File: config.mk
export PLATFORM = sky130hd
export DESIGN_NAME = schoening_solver
export DESIGN_NICKNAME = d
export VERILOG_FILES = /design/src/rtl/schoening_solver.sv
export SDC_FILE = /design/constraint.sdc
export NUM_CORES = 1
export LEC_CHECK = 0
export BUFFER_PORTS_ARGS = -buffer_cell sky130_fd_sc_hd__buf_2
export CORE_AREA = 2 2 336 338
export DETAILED_ROUTE_END_ITERATION = 6
export DIE_AREA = 0 0 338 340
export PLACE_DENSITY = 0.55
export SKIP_CTS_REPAIR_TIMING = 1
export SLEW_MARGIN = 20
export SYNTH_ARGS = -nofsm -noshare
export SYNTH_HDL_FRONTEND = slang
export SYNTH_SLANG_ARGS = --single-unit
File: constraint.sdc
create_clock -name clk -period 15.2 [get_ports clk]
set_input_delay 3.8 -clock clk [delete_from_list [all_inputs] [get_ports clk]]
set_output_delay 3.8 -clock clk [all_outputs]
set_load 0.1 [all_outputs]
File: src/rtl/schoening_solver.sv
// -----------------------------------------------------------------------------
// schoening_solver
//
// 3SAT solver using Schoening's randomized local search. The host loads
// clauses into M slots while the solver is idle. Each clause holds three
// signed literals. A solve proceeds as a series of tries. Each try starts
// from a random assignment and performs up to FLIPS random flips, each on a
// variable taken from an unsatisfied clause. The solve ends with SAT once
// every enabled clause holds. It ends with UNSAT once TRIES tries have used
// up their flips.
//
// Ports
//   clk            clock
//   reset          synchronous, active-high; aborts any solve in progress
//   load_valid_i   write clause slot load_idx_i this cycle (IDLE only)
//   load_idx_i     clause slot index
//   load_en_i      enable bit stored with the clause
//   load_clause_i  literal k at [k*L +: L]; bit L-1 = negate, low bits = var
//   start_i        begin a solve (sampled in IDLE only)
//   busy_o         high from the cycle after start until done
//   done_o         one-cycle pulse when the solve ends
//   sat_o          1 = satisfying assignment found (held until next start)
//   solution_o     final assignment (held until next start)
//   tries_used_o   number of tries started (held until next start)
// -----------------------------------------------------------------------------
module schoening_solver #(
    parameter int          N     = 16,
    parameter int          M     = 32,
    parameter int          FLIPS = 48,
    parameter int          TRIES = 64,
    parameter logic [31:0] SEED  = 32'hACE1_2468,
    localparam int         VW    = $clog2(N),
    localparam int         L     = VW + 1,
    localparam int         MW    = $clog2(M),
    localparam int         TW    = $clog2(TRIES) + 1
) (
    input  logic             clk,
    input  logic             reset,
    input  logic             load_valid_i,
    input  logic [MW-1:0]    load_idx_i,
    input  logic             load_en_i,
    input  logic [3*L-1:0]   load_clause_i,
    input  logic             start_i,
    output logic             busy_o,
    output logic             done_o,
    output logic             sat_o,
    output logic [N-1:0]     solution_o,
    output logic [TW-1:0]    tries_used_o
);

    localparam int          FW   = $clog2(FLIPS + 1);
    // Galois taps for x^32 + x^22 + x^2 + x + 1 (right-shifting form)
    localparam logic [31:0] TAPS = 32'h8020_0003;

    typedef enum logic [2:0] {
        S_IDLE,
        S_INIT,
        S_EVAL,
        S_FLIP,
        S_DONE
    } state_t;

    state_t          state_q, state_d;
    logic [31:0]     lfsr_q, lfsr_d;
    logic [N-1:0]    asg_q, asg_d;
    logic [FW-1:0]   flip_q, flip_d;
    logic [TW-1:0]   tries_q, tries_d;
    logic            busy_q, busy_d;
    logic            done_q, done_d;
    logic            sat_q, sat_d;
    logic [N-1:0]    sol_q, sol_d;
    logic [M-1:0]    en_q, en_d;

    // Clause storage. The satisfaction check needs every slot at once, so
    // the slots are held in registers, not in a RAM with one read port.
    logic [3*L-1:0]  clause_mem [M];

    logic            load_we;
    assign load_we = load_valid_i && (state_q == S_IDLE);

    always_ff @(posedge clk) begin
        if (!reset && load_we) begin
            clause_mem[load_idx_i] <= load_clause_i;
        end
    end

    // -------------------------------------------------------------------------
    // Clause evaluation against the current assignment
    // -------------------------------------------------------------------------
    logic [VW-1:0]   lit_var [M][3];
    logic [M-1:0]    unsat;
    logic            all_sat;

    for (genvar gi = 0; gi < M; gi++) begin : g_slot
        logic [2:0] lit_true;
        for (genvar gk = 0; gk < 3; gk++) begin : g_lit
            assign lit_var[gi][gk] = clause_mem[gi][gk*L +: VW];
            assign lit_true[gk]    = asg_q[lit_var[gi][gk]] ^ clause_mem[gi][gk*L + L - 1];
        end
        // Disabled slots never count as unsatisfied
        assign unsat[gi] = en_q[gi] & ~(|lit_true);
    end

    assign all_sat = ~(|unsat);

    // -------------------------------------------------------------------------
    // Random clause and literal choice
    // -------------------------------------------------------------------------
    // Rotating the unsatisfied vector right by r and taking the lowest set
    // bit selects the first unsatisfied clause at or after slot r, wrapping.
    logic [MW-1:0]   rot_r;
    logic [2*M-1:0]  unsat_dbl;
    logic [M-1:0]    unsat_rot;
    logic [MW-1:0]   pick_off;
    logic [MW-1:0]   pick_clause;
    logic [1:0]      lit_k;
    logic [1:0]      lit_k_eff;
    logic [VW-1:0]   flip_var;

    assign rot_r     = lfsr_q[MW-1:0];
    assign unsat_dbl = {unsat, unsat};
    assign unsat_rot = unsat_dbl[rot_r +: M];

    always_comb begin
        pick_off = '0;
        // Descending scan so the lowest set bit wins
        for (int i = M - 1; i >= 0; i--) begin
            if (unsat_rot[i]) begin
                pick_off = MW'(i);
            end
        end
    end

    // Addition wraps modulo M because M is a power of two
    assign pick_clause = pick_off + rot_r;
    assign lit_k       = lfsr_q[MW+1:MW];
    // k == 3 is a re-draw and toggles nothing. Clamp it so the index stays
    // in range.
    assign lit_k_eff   = (lit_k == 2'd3) ? 2'd0 : lit_k;
    assign flip_var    = lit_var[pick_clause][lit_k_eff];

    // Initial assignment of a try: LFSR bits, repeated when N exceeds 32
    logic [N-1:0]    init_word;
    always_comb begin
        init_word = '0;
        for (int i = 0; i < N; i++) begin
            init_word[i] = lfsr_q[i % 32];
        end
    end

    // -------------------------------------------------------------------------
    // FSM next-state and datapath
    // -------------------------------------------------------------------------
    always_comb begin
        state_d = state_q;
        lfsr_d  = lfsr_q[0] ? ((lfsr_q >> 1) ^ TAPS) : (lfsr_q >> 1);
        asg_d   = asg_q;
        flip_d  = flip_q;
        tries_d = tries_q;
        busy_d  = busy_q;
        done_d  = 1'b0;
        sat_d   = sat_q;
        sol_d   = sol_q;
        en_d    = en_q;

        if (load_we) begin
            en_d[load_idx_i] = load_en_i;
        end

        case (state_q)
            S_IDLE: begin
                if (start_i) begin
                    state_d = S_INIT;
                    tries_d = '0;
                    sat_d   = 1'b0;
                    sol_d   = '0;
                    busy_d  = 1'b1;
                end
            end
            S_INIT: begin
                asg_d   = init_word;
                flip_d  = '0;
                tries_d = (tries_q == TW'(TRIES)) ? tries_q : tries_q + 1'b1;
                state_d = S_EVAL;
            end
            S_EVAL: begin
                // Results are registered on entry to DONE. The assignment is
                // therefore already stable on the cycle done is high.
                if (all_sat) begin
                    state_d = S_DONE;
                    sat_d   = 1'b1;
                    sol_d   = asg_q;
                    done_d  = 1'b1;
                    busy_d  = 1'b0;
                end else if (flip_q == FW'(FLIPS)) begin
                    if (tries_q == TW'(TRIES)) begin
                        state_d = S_DONE;
                        sat_d   = 1'b0;
                        sol_d   = asg_q;
                        done_d  = 1'b1;
                        busy_d  = 1'b0;
                    end else begin
                        state_d = S_INIT;
                    end
                end else begin
                    state_d = S_FLIP;
                end
            end
            S_FLIP: begin
                if (lit_k != 2'd3) begin
                    asg_d[flip_var] = ~asg_q[flip_var];
                    flip_d          = flip_q + 1'b1;
                    state_d         = S_EVAL;
                end
            end
            S_DONE: begin
                state_d = S_IDLE;
            end
            default: begin
                state_d = S_IDLE;
            end
        endcase
    end

    always_ff @(posedge clk) begin
        if (reset) begin
            state_q <= S_IDLE;
            lfsr_q  <= SEED;
            asg_q   <= '0;
            flip_q  <= '0;
            tries_q <= '0;
            busy_q  <= 1'b0;
            done_q  <= 1'b0;
            sat_q   <= 1'b0;
            sol_q   <= '0;
            en_q    <= '0;
        end else begin
            state_q <= state_d;
            lfsr_q  <= lfsr_d;
            asg_q   <= asg_d;
            flip_q  <= flip_d;
            tries_q <= tries_d;
            busy_q  <= busy_d;
            done_q  <= done_d;
            sat_q   <= sat_d;
            sol_q   <= sol_d;
            en_q    <= en_d;
        end
    end

    assign busy_o       = busy_q;
    assign done_o       = done_q;
    assign sat_o        = sat_q;
    assign solution_o   = sol_q;
    assign tries_used_o = tries_q;

endmodule

==> results.cfg <==
[placement]
placed_cell_area_sq_mm = 0.04330
gp_congestion = 0.9350
place.detailed.hpwl_mm = 96.28
port_buffers = 50

[synthesis]
synthTopCellsByArea = edfxtp_1 (34%), mux4_2 (24%), mux2i_1 (12%), dfxtp_1 (5.5%), nand2_1 (1.9%)
synthCells = 3283
ys_types = 91
ys_ff_latch = 595
avgSynthCellArea_sq_um = 12.77
yosys.area.top_type = edfxtp_1
yosys.area_share.adder = 0.002865
synth_mux_area_frac = 0.3720
synth_top_family_by_area = multiplexers
synth_edf_count = 480
synthArstFlopShare = 0
synth-compound-area-share = 0.06523
synth_top_area_frac = 0.3438
yosys_warnings = 0
syn_nets = 3317
synth_seq_area_share = 0.3987
synth_xor_area_frac = 0.01946
yosysMostFrequentCell = mux2i_1
netlist_area_sq_mm = 0.04193
yosys.area_share.simple = 0.09755
yosys-top-cells-count = mux2i_1 (500), edfxtp_1 (480), mux4_2 (441)
synthFlopType = edfxtp_1

[grt]
grt_start_max_net_pins = 76
grt_pass1_wl_mm = 217.8
grt.total_usage = 0.2610
globalRouteOverflowTotal = 0
antenna_found_initial = 6
first_global_vias = 29290

[floorplanning]
design.core.area_sq_mm = 0.1116
start_util = 0.3758
die_area_sq_mm = 0.1149
num_rows = 123
die_height_um = 340
io_pins = 51
fp.dieW_um = 338

[setup_path]
reg2regPathDepth = 30
r2r-end = asg_q[4]
critical_path_class = reg -> reg
crit_path_max_incr_delay_ps = 1310
critPathLaunchType = flip-flop
r2r-start = asg_q[9]
crit_slowest_cell = fa_4
reg2reg_slack_ps = 3700
arrival_ps = 12060
crit_fanout = 47
cp_data_required_time_ps = 15760
critPathCaptureType = flip-flop

[run]
cap_violations = 0

[final_layout]
area_delta_synth_final_pct = 8.720
antennaDiodeCount = 0
fillers = 10310
drive_gt1_frac = 0.2587
seq_area_sq_mm = 0.01678
nets = 3190
multi_input_area_sq_mm = 0.02342
fin_area_sq_mm = 0.04559

[detailed_routing]
drt_iter0_drc = 3775
wl_mm = 151.8
vias = 30630
route.detailed.drc = 2
wire_per_inst_um = 32.21
vias_per_cell = 6.500
drtAntennaViolNets = 0
drt-pass1-iter-count = 7

[sta]
period_share = 0.7563
hold_violations = 0
rsz0062_at_grt = no
final-max-slew-violation-count = 0
slew_headroom = 0.2496
tightest_slew_ps = 1118
finalClockSkew_ps = 22.75
maxClockFrequency_ghz = 0.08699
setup-violations-final = 0
tns_ps = 0
fin_crit_ps = 11500

[outcome]
status = finished with violations
violations = DRC

[cts]
cts_tree = yes
cts_num_sinks = 595
cts_root_buffer = clkbuf_16
numCtsBuffers = 71
clockBufferDepth = 3
path_clk_slew_ps = 60
htree_levels = 3
insertion_delay_ps = 650

[power]
vdd_drop_max_mv = 0.08191
power_leakage_nw = 15.63
p_per_area_mw_per_mm2 = 110.0

[hold_path]
hold_start = lfsr_q[17]
hold_depth = 1
holdPathEnd = lfsr_q[16]
hold_path_class = reg -> reg
through the flow:
stage                     power (mW)  setup WS [ps]    util  std cells  hold slack (ps)
after detailed placement       3.305           3891  0.3880       4583            394.5
after global routing           5.162           3294  0.4086       4712            410.1
after CTS                      5.020           3872  0.4086       4712            404.3
final                          5.014           3705  0.4086       4712            406.0
after floorplan                2.840           6317       -       3283            389.5
after global placement         3.304           4086  0.3880       4583            392.0
cell type report:
class                      count  area share
timing repair buffer         148     0.02278
tap                         1500     0.04117
clock buffer                  85     0.04221
inverter                      49    0.004035
sequential                   595      0.3680
multi-input combinational   2291      0.5138
clock inverter                44    0.007987
sequential cells by signal, indices dropped and copies added, names as in the netlist:
signal	cells
done_o	1
en_q	32
lfsr_q	32
state_q	3
clause_mem	480
tries_used_o	7
solution_o	16
flip_q	6
sat_o	1
busy_o	1
asg_q	16
how the worst max path moves through the flow:
| stage | startpoint | to | slack (ps) | depth (start not counted) |
|---|---|---|---|---|
| 2_1_floorplan | asg_q[7] | asg_q[2] | 6320 | 33 |
| 3_3_place_gp | asg_q[9] | asg_q[6] | 4090 | 30 |
| 3_5_place_dp | asg_q[9] | asg_q[3] | 3890 | 30 |
| 4_1_cts | asg_q[9] | asg_q[3] | 3870 | 30 |
| 5_1_grt | asg_q[9] | asg_q[4] | 3290 | 30 |
| 6_report | asg_q[9] | asg_q[4] | 3700 | 30 |
worst max-delay path: cells and delay by family (launching register included):
| family | cells | cell delay [ps] |
|---|---|---|
| flip-flops | 1 | 840 |
| AND/OR/NAND/NOR | 6 | 1750 |
| AO/OA/AOI/OAI | 14 | 4080 |
| adder cells (fa/ha/maj) | 2 | 1510 |
| buffers and inverters | 2 | 1100 |
| multiplexers | 6 | 2010 |
cell families after synthesis:
kind of cell    count (synthesis)
buf+inv                       397
mux                           999
flops                         595
fa+ha+maj                       9
xor+xnor                       91
compound gates                393
simple gates                  799
cell usage in the layout (no fill, tap or decap), types with 11 or more instances in the layout:
master | synthesis | final
a211oi_1 | 23 | 23
a21oi_1 | 99 | 99
a31oi_1 | 14 | 14
and2_1 | 18 | 18
and3_1 | 18 | 18
buf_2 | 120 | 49
buf_4 | 13 | 95
clkbuf_16 | 0 | 75
clkinv_1 | 1 | 16
clkinv_2 | 0 | 13
dfxtp_1 | 115 | 98
dfxtp_4 | 0 | 16
edfxtp_1 | 480 | 480
inv_1 | 47 | 47
mux2_2 | 54 | 54
mux2i_1 | 500 | 500
mux4_2 | 441 | 441
nand2_1 | 211 | 211
nand2b_1 | 26 | 26
nand3_1 | 62 | 62
nand3b_1 | 27 | 27
nand4_1 | 45 | 45
nand4b_1 | 13 | 13
nor2_1 | 202 | 199
nor2b_1 | 49 | 48
nor3_1 | 27 | 26
nor3b_1 | 13 | 13
o2111ai_1 | 13 | 13
o211ai_1 | 38 | 38
o21a_1 | 11 | 11
o21ai_0 | 70 | 70
o22ai_1 | 16 | 16
or2_2 | 23 | 23
or3_1 | 12 | 12
xnor2_1 | 67 | 66
xor2_1 | 23 | 22
power by group:
group / switching, mW / internal [mW] / leakage, nW / total, mW
Combinational: 0.878 / 0.585 / 9.24 / 1.46
Sequential: 0.0560 / 1.77 / 5.27 / 1.83
Clock: 0.729 / 0.991 / 1.12 / 1.72
metal layers:
layer	share of wire	global-route usage	vias to the layer above
met2	0.45	0.3954	1937
met5	0.00028	0	-
met3	0.11	0.06649	286
met1	0.40	0.3602	15670
met4	0.039	0.09769	6
li1	-	-	12730
(Power assumes the default switching activity.)
